**config.mk**
```make
export PLATFORM = sky130hd
export DESIGN_NAME = cpu_debug_ctrl
export DESIGN_NICKNAME = d
export VERILOG_FILES = /design/src/rtl/cpu_debug_ctrl.sv
export SDC_FILE = /design/constraint.sdc
export NUM_CORES = 1
export LEC_CHECK = 0
export BUFFER_PORTS_ARGS = -buffer_cell sky130_fd_sc_hd__buf_2
export CAP_MARGIN = 20
export CORE_ASPECT_RATIO = 0.5
export CORE_MARGIN = 2
export CORE_UTILIZATION = 40
export CTS_CLUSTER_SIZE = 8
export DETAILED_ROUTE_END_ITERATION = 7
export PLACE_DENSITY_LB_ADDON = 0.08
export SLEW_MARGIN = 20
export SYNTH_ARGS = -nofsm -noshare
export SYNTH_HDL_FRONTEND = slang
export SYNTH_SLANG_ARGS = --single-unit
```
**constraint.sdc**
```tcl
create_clock -name clk -period 2.3 [get_ports clk]
set_input_delay 0.115 -clock clk [delete_from_list [all_inputs] [get_ports clk]]
set_output_delay 0.115 -clock clk [all_outputs]
set_load 0.02 [all_outputs]
```
**src/rtl/cpu_debug_ctrl.sv**
```systemverilog
`default_nettype none
// +-----------------------------------------------------------------------+
// | cpu_debug_ctrl : run/halt/single-step/breakpoint debug controller      |
// |                  driving the CPU break/continue pins from board keys.  |
// | Revision       : 1.0                                                   |
// +-----------------------------------------------------------------------+
module cpu_debug_ctrl #(
   parameter int unsigned DB_CYCLES = 16,
   parameter bit          RESET_RUN = 1'b0
) (
   input  logic        clk,
   input  logic        rst,
   input  logic        btn_run,
   input  logic        btn_step,
   input  logic        btn_halt,
   input  logic [7:0]  step_cnt,
   input  logic        bp_en,
   input  logic [31:0] bp_addr,
   input  logic [31:0] pc,
   output logic        cpu_break,
   output logic        cpu_continue,
   output logic [1:0]  dbg_state,
   output logic [31:0] run_cycles
);

   localparam int CW = $clog2(DB_CYCLES + 1);
   localparam logic [CW-1:0] c_db_max = CW'(DB_CYCLES);

   typedef enum logic [1:0] {
      ST_HALT   = 2'd0,
      ST_RUN    = 2'd1,
      ST_STEP   = 2'd2,
      ST_BP_HIT = 2'd3
   } state_e;

   // Button index: 0 run, 1 step, 2 halt
   logic [2:0] btn_raw;
   logic [2:0] ev_raw;

   assign btn_raw = {btn_halt, btn_step, btn_run};

   for (genvar gi = 0; gi < 3; gi++) begin : g_btn
      logic          sync1_q;
      logic          sync2_q;
      logic [CW-1:0] cnt_q;
      logic          lvl_prev_q;
      logic          lvl;

      assign lvl = (cnt_q == c_db_max);

      always_ff @(posedge clk) begin
         if (rst) begin
            sync1_q    <= 1'b0;
            sync2_q    <= 1'b0;
            cnt_q      <= '0;
            lvl_prev_q <= 1'b0;
         end else begin
            sync1_q    <= btn_raw[gi];
            sync2_q    <= sync1_q;
            lvl_prev_q <= lvl;
            if (!sync2_q)
               cnt_q <= '0;
            else if (cnt_q != c_db_max)
               cnt_q <= cnt_q + 1'b1;
         end
      end

      assign ev_raw[gi] = lvl & ~lvl_prev_q;
   end

   state_e      state_q;
   logic [7:0]  rem_q;
   logic        armed_q;
   logic [1:0]  pend_q;     // {step, run} caught in the STEP exit cycle
   logic [31:0] run_cycles_q;

   logic        bp_match;
   logic        bp_hit;
   logic        go_halt;
   logic        go_step;
   logic        go_run;
   logic [7:0]  step_load_d;

   assign bp_match    = (pc == bp_addr);
   assign bp_hit      = bp_en & armed_q & bp_match;
   assign step_load_d = (step_cnt == 8'd0) ? 8'd1 : step_cnt;

   assign go_halt = ev_raw[2];
   assign go_step = (ev_raw[1] | pend_q[1]) & ~go_halt;
   assign go_run  = (ev_raw[0] | pend_q[0]) & ~go_halt & ~go_step;

   assign cpu_break    = (state_q != ST_RUN) | bp_hit;
   assign cpu_continue = (state_q == ST_STEP) & (rem_q != 8'd0);
   assign dbg_state    = state_q;
   assign run_cycles   = run_cycles_q;

   always_ff @(posedge clk) begin
      if (rst) begin
         state_q      <= RESET_RUN ? ST_RUN : ST_HALT;
         rem_q        <= 8'd0;
         armed_q      <= 1'b1;
         pend_q       <= 2'b00;
         run_cycles_q <= 32'd0;
      end else begin
         pend_q <= 2'b00;
         if (!bp_match)
            armed_q <= 1'b1;
         if (!cpu_break)
            run_cycles_q <= run_cycles_q + 32'd1;

         case (state_q)
            ST_HALT: begin
               if (go_step) begin
                  rem_q   <= step_load_d;
                  state_q <= ST_STEP;
               end else if (go_run) begin
                  state_q <= ST_RUN;
               end
            end
            ST_RUN: begin
               if (go_halt)
                  state_q <= ST_HALT;
               else if (bp_hit)
                  state_q <= ST_BP_HIT;
            end
            ST_STEP: begin
               if (go_halt) begin
                  rem_q   <= 8'd0;
                  state_q <= ST_HALT;
               end else begin
                  if (rem_q != 8'd0)
                     rem_q <= rem_q - 8'd1;
                  // Last pulse: leave now, replay any command seen here in HALT
                  if (rem_q <= 8'd1) begin
                     state_q <= ST_HALT;
                     pend_q  <= {go_step, go_run};
                  end
               end
            end
            ST_BP_HIT: begin
               if (go_halt) begin
                  state_q <= ST_HALT;
               end else if (go_step) begin
                  armed_q <= ~bp_match;
                  rem_q   <= step_load_d;
                  state_q <= ST_STEP;
               end else if (go_run) begin
                  armed_q <= ~bp_match;
                  state_q <= ST_RUN;
               end
            end
            default: state_q <= ST_HALT;
         endcase
      end
   end

endmodule
`default_nettype wire
```
==> impl_metrics.py, run 1 <==
metrics = {
    "timing": {
        "drv_slew": 0,
        "worst_slack_ps": 185.1,
        "skew_ps": 7.410,
        "tightest_slew_ps": 526.0,
        "fin_crit_sh_pct": 91.95,
        "period_needed_ps": 2115,
        "final_hold_viol_count": 0,
        "relSlewSlack_pct": 64.93,
        "setup_viol": 0,
        "clock.fmax_mhz": 472.8,
        "rsz0062_at_grt": "true",
    },
    "final_layout": {
        "finalNetCount": 652,
        "final_cell_mix": "buf_2, dfxtp_1, xor2_1",
        "n_antenna_cell": 0,
        "final_cells": 686,
        "final_common_cell": "buf_2",
        "drive_gt1_share_pct": 27.77,
        "syn_to_final_growth_pct": 29.89,
    },
    "route": {
        "dr.first_iter.drc_count": 180,
        "drc_errors": 0,
        "wirelength_mm": 8.866,
        "wl_per_cell_um": 12.92,
        "first_pass_iters": 4,
        "num_vias": 3619,
        "drtAntennaViolNets": 0,
        "viasPerCell": 5.276,
    },
    "placed_design": {
        "dp_hpwl_mm": 6.686,
        "place_congestion": 0.8000,
        "pre_cts_ws_ps": 197.6,
        "placed_cells_incl_taps": 668,
        "place.port_buffers": 113,
    },
    "die": {
        "dieArea_um2": 10240,
        "core_region_area_um2": 8919,
        "fp.dieH_um": 72.55,
        "num_rows": 24,
        "ios": 114,
        "start_util_pct": 42.14,
        "dieWidth_um": 141.1,
    },
    "setup_path": {
        "end_kind": "flop",
        "crit_path_start_kind": "flop",
        "cp_data_required_time_ps": 2510,
        "crit_start": "g_btn[1].cnt_q[0]",
        "path_max_fanout": 6,
        "path_class": "reg2reg",
        "arrival_ps": 2330,
        "r2r_start": "g_btn[1].cnt_q[0]",
    },
    "logic_synthesis": {
        "synth-async-reset-ratio_pct": 0,
        "netlist_instances": 437,
        "yosysSeqAreaShare_pct": 36.75,
        "netlist_area_um2": 3759,
        "synth-compound-area-share_pct": 16.84,
        "synth_flop_cell": "dfxtp_1",
        "synth_xor_area_share_pct": 10.49,
        "synth_edf_count": 0,
        "synth_adder_area_share_pct": 3.329,
        "synth_area_per_cell_um2": 8.601,
        "synth.distinct_cells": 49,
        "yosysWarningCount": 0,
        "synth_top_family_by_area": "simple AND/OR/NAND/NOR gates",
        "synth_seq_cells": 69,
        "synthSimpleGateAreaFrac_pct": 27.86,
        "synth_fp_nets": 525,
        "post_synth_mux_area_share_pct": 0.5326,
    },
    "power": {
        "leakage_nw": 2.022,
        "cellPowerDensity_nw_per_um2": 605.9,
        "vdd.ir_drop.worst_mv": 0.4188,
    },
    "clock_tree": {
        "path_clk_slew_ps": 50,
        "clockBufferDepth": 2,
        "cts_sinks": 69,
        "clk_latency_ps": 330,
        "cts-root-buf": "clkbuf_16",
        "cts_tree": "yes",
        "cts_max_level": 3,
        "numCtsBuffers": 9,
    },
    "hold_path": {
        "min_path_type": "in2reg",
        "hold_start": "btn_step",
    },
    "global_routing": {
        "overflow": 0,
        "grt_max_degree": 52,
        "antenna_found_initial": 0,
        "grt_pass1_wl_mm": 15.25,
        "track_usage_pct": 18.39,
        "grt_pass1_vias": 3365,
    },
    "status": {
        "outcome": "complete, no violations",
    },
    "job": {
        "drv_cap": 0,
    },
}
==> logic make-up (layout without fill, tap and decap cells) <==
kind of cell | Yosys count | in the layout
AND/OR/NAND/NOR | 183 | 183
XOR/XNOR | 45 | 45
multiplexers | 2 | 2
buffers and inverters | 32 | 164
AO/OA/AOI/OAI | 96 | 96
flip-flops | 69 | 69
adder cells (fa/ha/maj) | 10 | 10
==> cells in the mapped netlist (all sizes together) (2+ instances only) <==
master  number  area share (%)
xor2        39             9.1
o21ai       19             2.5
and2         2            0.33
or4         20             4.0
o41ai        2            0.47
nand3       14             1.9
a211oi       2            0.40
nand4       12             2.2
ha          10             3.3
a22oi        5             1.0
buf          8             1.8
and4         4            0.93
mux2i        2            0.53
clkbuf      10             1.0
xnor2        6             1.4
nor3        14             2.0
a21oi       36             4.9
nor2b        8             1.3
nor4         9             2.2
a21boi       2            0.40
nor2        35             3.5
a31o         2            0.47
nand2       29             2.9
dfxtp       69              37
nand2b       9             1.5
or3         15             2.5
and4bb       2            0.67
and3         5            0.83
nor3b        2            0.40
o31ai       21             4.6
inv         14             1.4
==> cell type report <==
cell class	count	area, um2
Sequential cell	69	1381
Tap cell	117	146.4
Clock buffer	12	246.5
Inverter	14	52.55
Multi-Input combinational cell	336	2220
Clock inverter	4	95.09
Fill cell	842	4036
Timing Repair Buffer	134	740.7
==> worst max-delay path, stage by stage (launching register included) <==
cell and delay, ps:
dfxtp_1 350, inv_1 80, ha_1 190, and4bb_2 280
a21oi_2 270, o21ai_0 220, nand2_1 110, nand4_1 100
a2111o_1 410
==> what timing repair did <==
item,CTS,global route
gates resized for setup,0,0
hold endpoints to repair,2,0
endpoints found under the setup margin,0,3
hold buffers,2,0
setup buffers,0,0
==> path summary, 6_finish.rpt <==
check                                   endpoint  slack (ps)  depth (start not counted)
worst max-delay path                     armed_q         190                          8
worst min-delay path            g_btn[1].sync1_q          30                          2
worst max register to register           armed_q         190                          8
worst min register to register  g_btn[0].sync2_q         440                          1
==> routing by layer <==
layer | track usage [%] | part of all wire [%] | vias to the layer above
met5 | 0 | 0 | -
met4 | 5.222 | 0.97 | 0
met1 | 21.94 | 46 | 1661
met2 | 32.74 | 48 | 91
met3 | 5.413 | 5.3 | 9
li1 | - | - | 1858
==> state kept, by name (all words and copies together), names as in the netlist <==
name and cells:
run_cycles 32, g_btn.cnt_q 15, rem_q 8, g_btn.lvl_prev_q 3
g_btn.sync1_q 3, g_btn.sync2_q 3, dbg_state 2, pend_q 2
armed_q 1
==> power breakdown <==
group / total [mW] / internal (mW) / switching (mW)
Clock: 1.59 / 1.09 / 0.499
Sequential: 1.20 / 1.20 / 0.00246
Combinational: 0.167 / 0.0895 / 0.0776
Total: 2.96 / 2.38 / 0.579
==> stage by stage <==
stage	cell area [um2]	util, %	setup TNS (ps)	hold WS, ps	power [mW]
global placement	4521	50.69	0	324.9	1.395
detailed placement	4521	50.69	0	326.7	1.397
floorplan	3759	-	0	243.2	1.307
finish	4882	54.74	0	25.86	2.958
CTS	4882	54.74	0	17.84	2.993
global route	4882	54.74	-85.03	38.34	3.058
Note: power is estimated with default switching activity, not from simulation.
==> run 2, diff against run 1 <==
--- a/config.mk
+++ b/config.mk
@@ -8,8 +8,9 @@
 export BUFFER_PORTS_ARGS = -buffer_cell sky130_fd_sc_hd__buf_2
 export CAP_MARGIN = 20
 export CORE_ASPECT_RATIO = 0.5
-export CORE_MARGIN = 2
+export CORE_MARGIN = 4
 export CORE_UTILIZATION = 40
+export CTS_BUF_LIST = sky130_fd_sc_hd__clkbuf_4
 export CTS_CLUSTER_SIZE = 8
 export DETAILED_ROUTE_END_ITERATION = 7
 export PLACE_DENSITY_LB_ADDON = 0.08
==> run 2 against run 1 <==
Net effect:
- critical path depth unchanged
- worst hold slack better by 1.2 ps
- clock power down 37%
- maximum frequency down 1.6%
- largest power group is now registers
- routed wire length up 2.6%
- clock skew up 2.0 ps
- combinational power about the same
- largest cell class unchanged
==> impl_metrics.py, run 2 (same netlist as run 1, synthesis figures left out) <==
metrics = {
    "power": {
        "leakage_nw": 1.949,
        "p_sw_share_pct": 21.52,
        "p_int_mw": 1.861,
        "clkPwrFrac_pct": 42.2,
        "cellPowerDensity_nw_per_um2": 500.6,
        "p_switching_uw": 510.4,
        "finalPower_mw": 2.372,
        "vdd.ir_drop.worst_mv": 0.2279,
        "combPwrFrac_pct": 7.1,
        "seq_power_share_pct": 50.7,
    },
    "clock_tree": {
        "path_clk_slew_ps": 110,
        "clk_latency_ps": 430,
        "clockBufferDepth": 2,
        "numCtsBuffers": 9,
        "post_cts_buffers": 0,
        "cts_sinks": 69,
        "cts-root-buf": "clkbuf_4",
        "cts_max_level": 3,
        "cts_tree": "yes",
    },
    "setup_path": {
        "rrSetupSlack_ps": 150,
        "ff2ff_path_depth": 8,
        "end_kind": "flop",
        "r2r-end": "armed_q",
        "path_class": "reg2reg",
        "crit_path_start_kind": "flop",
        "r2r_start": "g_btn[1].cnt_q[0]",
        "path_max_fanout": 6,
        "crit_end": "armed_q",
        "crit_start": "g_btn[1].cnt_q[0]",
        "arrival_ps": 2470,
        "cp_data_required_time_ps": 2620,
    },
    "timing": {
        "drv_slew": 0,
        "relSlewSlack_pct": 63.38,
        "period_needed_ps": 2150,
        "tightest_slew_ps": 549.3,
        "skew_ps": 9.412,
        "final_hold_viol_count": 0,
        "whs_ps": 27.04,
        "fin_crit_sh_pct": 93.48,
        "clock.fmax_mhz": 465.1,
        "setup_viol": 0,
    },
    "route": {
        "wirelength_mm": 9.093,
        "wl_per_cell_um": 13.29,
        "drtAntennaViolNets": 0,
        "viasPerCell": 5.250,
        "dr.first_iter.drc_count": 181,
        "num_vias": 3591,
        "first_pass_iters": 4,
        "drc_errors": 0,
    },
    "global_routing": {
        "grt_pass1_wl_mm": 15.37,
        "grt_max_degree": 52,
        "overflow": 0,
        "track_usage_pct": 16.63,
        "grt_pass1_vias": 3300,
        "antenna_found_initial": 0,
    },
    "status": {
        "outcome": "complete, no violations",
    },
    "final_layout": {
        "final_cells": 684,
        "drive_gt1_share_pct": 27.87,
        "finalNetCount": 650,
        "final_cell_mix": "buf_2, dfxtp_1, xor2_1",
        "n_antenna_cell": 0,
        "largest_reg_flops": 32,
        "fillers": 869,
        "syn_to_final_growth_pct": 26.03,
        "final_common_cell": "buf_2",
        "design_area_um2": 4737,
    },
    "die": {
        "dieWidth_um": 145.1,
        "dieArea_um2": 11110,
        "ios": 114,
        "start_util_pct": 42.14,
        "num_rows": 24,
        "core_region_area_um2": 8919,
        "fp.dieH_um": 76.55,
    },
    "placed_design": {
        "placed_cells_incl_taps": 665,
        "place.port_buffers": 113,
        "placed_cell_area_um2": 4498,
        "place_congestion": 0.7799,
        "dp_hpwl_mm": 6.842,
    },
    "hold_path": {
        "min_path_type": "in2reg",
        "hold_depth": 3,
    },
    "job": {
        "drv_cap": 0,
    },
}
==> run 2: cell count changes in the layout (fill, tap and decap cells not counted), moves of 2 or more <==
| cell | before | now |
|---|---|---|
| buf_4 | 18 | 15 |
| clkbuf_1 | 2 | 0 |
| clkbuf_16 | 9 | 0 |
| clkbuf_4 | 0 | 11 |
==> run 2: worst min-delay path by stage <==
stage / start / end / slack (ps)
finish: step_cnt[1] / rem_q[1] / 30
global route: step_cnt[6] / rem_q[6] / 10
CTS: step_cnt[1] / rem_q[1] / 7
detailed placement: btn_halt / g_btn[2].sync1_q / 330
global placement: btn_run / g_btn[0].sync1_q / 320
floorplan: btn_run / g_btn[0].sync1_q / 240
==> run 2: final cells by class <==
type / instances / area (um2) / area share (%)
Clock buffer: 11 / 82.58 / 1.743
Sequential cell: 69 / 1381 / 29.16
Timing Repair Buffer: 132 / 728.2 / 15.37
Multi-Input combinational cell: 336 / 2247 / 47.44
Tap cell: 117 / 146.4 / 3.090
Clock inverter: 5 / 98.84 / 2.087
Inverter: 14 / 52.55 / 1.109
==> run 2: metrics by stage <==
stage | TNS [ps] | setup WS (ps) | utilization [%]
after CTS | 0 | 127.3 | 52.81
after floorplan | 0 | 337.5 | -
final | 0 | 150.0 | 53.11
after detailed placement | 0 | 154.7 | 50.43
after global routing | -4.426 | -4.426 | 53.11
after global placement | 0 | 201.5 | 50.43
==> run 2: power groups by stage <==
stage / combinational, mW / clock [mW] / sequential (mW)
2_1_floorplan: 0.0770 / 0 / 1.23
3_3_place_gp: 0.165 / 0 / 1.23
3_5_place_dp: 0.167 / 0 / 1.23
4_1_cts: 0.171 / 1.03 / 1.20
5_1_grt: 0.190 / 1.09 / 1.20
6_report: 0.169 / 1.00 / 1.20
==> run 2: repair_timing <==
item,4_1_cts,5_1_grt
endpoints found under the hold margin,3,0
setup endpoints to repair,0,6
gates resized for setup,0,5
hold buffers,3,0
==> run 2: layer usage <==
layer  global-route usage, %  part of all wire (%)  vias up  wire length, um
met3                   6.714                   6.6       10              600
li1                        -                     -     1861                -
met5                       0                     0        -                0
met4                   3.598                  0.65        0               59
met2                   28.13                    47       76             4240
met1                   20.06                    46     1644             4193
==> run 2: critical path, cell delays in order (launching register included) <==
cell and delay, ps:
dfxtp_1 370, inv_1 80, ha_1 190, and4bb_2 280, a21oi_2 320, o21ai_1 190, nand2_1 100, nand4_1 90
a2111o_1 410
==> run 3, diff against run 2 <==
--- a/config.mk
+++ b/config.mk
@@ -9,7 +9,7 @@
 export CAP_MARGIN = 20
 export CORE_ASPECT_RATIO = 0.5
 export CORE_MARGIN = 4
-export CORE_UTILIZATION = 40
+export CORE_UTILIZATION = 53
 export CTS_BUF_LIST = sky130_fd_sc_hd__clkbuf_4
 export CTS_CLUSTER_SIZE = 8
 export DETAILED_ROUTE_END_ITERATION = 7
==> run 3 against run 2 <==
Net effect:
- clock skew hardly changed
- cell count is 3.9% lower
- sequential power hardly changed
- count of clock-buffer cells in the layout is 1 lower
- clock power is 15% lower
==> impl_metrics.py, run 3 (same netlist as run 1, synthesis figures left out) <==
metrics = {
    "die": {
        "start_util_pct": 55.44,
        "num_rows": 21,
        "fp.dieH_um": 67.55,
        "dieWidth_um": 127.1,
        "ios": 114,
        "dieArea_um2": 8585,
        "core_region_area_um2": 6779,
    },
    "status": {
        "outcome": "complete, no violations",
    },
    "setup_path": {
        "crit_path_start_kind": "flop",
        "path_max_fanout": 8,
        "cp_data_required_time_ps": 2660,
        "path_class": "reg2reg",
        "arrival_ps": 2450,
        "end_kind": "flop",
    },
    "clock_tree": {
        "path_clk_slew_ps": 100,
        "cts_max_level": 3,
        "cts_sinks": 69,
        "numCtsBuffers": 9,
        "clockBufferDepth": 2,
        "clk_latency_ps": 420,
        "cts-root-buf": "clkbuf_4",
        "cts_tree": "yes",
    },
    "placed_design": {
        "dp_hpwl_mm": 6.424,
        "placed_cell_area_um2": 4439,
        "place.port_buffers": 113,
        "place_congestion": 0.8246,
    },
    "route": {
        "wirelength_mm": 8.614,
        "num_vias": 3558,
        "wl_per_cell_um": 13.11,
        "drtAntennaViolNets": 0,
        "dr.first_iter.drc_count": 154,
        "first_pass_iters": 4,
        "viasPerCell": 5.416,
        "drc_errors": 0,
    },
    "timing": {
        "period_needed_ps": 2086,
        "rsz0062_at_grt": "false",
        "fin_crit_sh_pct": 90.71,
        "setup_viol": 0,
        "setup_tns_ps": 0,
        "skew_ps": 8.974,
        "whs_ps": 52.04,
        "relSlewSlack_pct": 44.41,
        "tightest_slew_ps": 833.9,
        "clock.fmax_mhz": 479.3,
        "drv_slew": 0,
        "final_hold_viol_count": 0,
    },
    "job": {
        "drv_cap": 0,
    },
    "global_routing": {
        "grt_pass1_wl_mm": 13.92,
        "track_usage_pct": 20.12,
        "overflow": 0,
        "grt_max_degree": 48,
        "antenna_found_initial": 0,
        "grt_pass1_vias": 3110,
    },
    "hold_path": {
        "min_path_type": "in2reg",
    },
    "final_layout": {
        "largest_reg_flops": 32,
        "final_common_cell": "buf_2",
        "finalNetCount": 649,
        "drive_gt1_share_pct": 27.08,
        "syn_to_final_growth_pct": 23.20,
        "n_antenna_cell": 0,
        "design_area_um2": 4631,
        "final_cell_mix": "buf_2, dfxtp_1, xor2_1",
        "final_util_pct": 68.31,
        "fillers": 591,
    },
    "power": {
        "leakage_nw": 1.910,
        "vdd.ir_drop.worst_mv": 0.3019,
        "cellPowerDensity_nw_per_um2": 479.2,
    },
}
run 3: what timing repair did:
item / CTS / global route
endpoints found under the setup margin: 0 / 1
endpoints found under the hold margin: 4 / 0
buffers inserted: 0 / 0
resized for setup: 0 / 1
hold buffers: 4 / 0
run 3: stage by stage:
| stage | power, mW | std cells | setup slack (ps) |
|---|---|---|---|
| after CTS | 2.241 | 657 | 171.2 |
| after global routing | 2.318 | 657 | 7.958 |
| after global placement | 1.391 | 638 | 251.0 |
| after floorplan | 1.307 | 437 | 337.5 |
| final | 2.219 | 657 | 213.8 |
| after detailed placement | 1.393 | 638 | 200.5 |
run 3: cell type report:
class	count	area, um2	share of cell area [%]
flip-flops and latches	69	1381	29.83
inverters	14	52.55	1.135
multi-input cells	336	2220	47.93
clock buffers	10	75.07	1.621
repair buffers	131	710.7	15.35
clock inverters	5	76.32	1.648
well taps	92	115.1	2.486
run 3: final timing paths:
check / start / to / slack, ps / cells after the start
setup / recovery: run_cycles[4] / run_cycles[31] / 210 / 6
hold / removal: step_cnt[1] / rem_q[1] / 50 / 3
setup reg to reg: run_cycles[4] / run_cycles[31] / 210 / 6
hold reg to reg: g_btn[2].sync1_q / g_btn[2].sync2_q / 450 / 1
run 3: where the power goes:
group | switching (mW) | internal [mW] | total [mW] | leakage (nW)
clock | 0.407 | 0.442 | 0.849 | 0.0799
sequential | 0.00243 | 1.20 | 1.20 | 0.557
combinational | 0.0777 | 0.0895 | 0.167 | 1.27
total | 0.487 | 1.73 | 2.22 | 1.91
run 3: worst max-delay path: stages, from the launching register on:
cell	delay, ps
dfxtp_1	420
and4_1	240
and3_1	330
and4_1	260
nand3_1	140
or4_1	490
a21oi_1	140
run 3: layer usage:
layer | part of all wire, % | routed length [um] | track usage [%]
met1 | 46 | 3945 | 24.35
met2 | 46 | 3976 | 35.33
met3 | 7.2 | 623 | 6.556
met4 | 0.80 | 69 | 4.947
met5 | 0 | 0 | 0
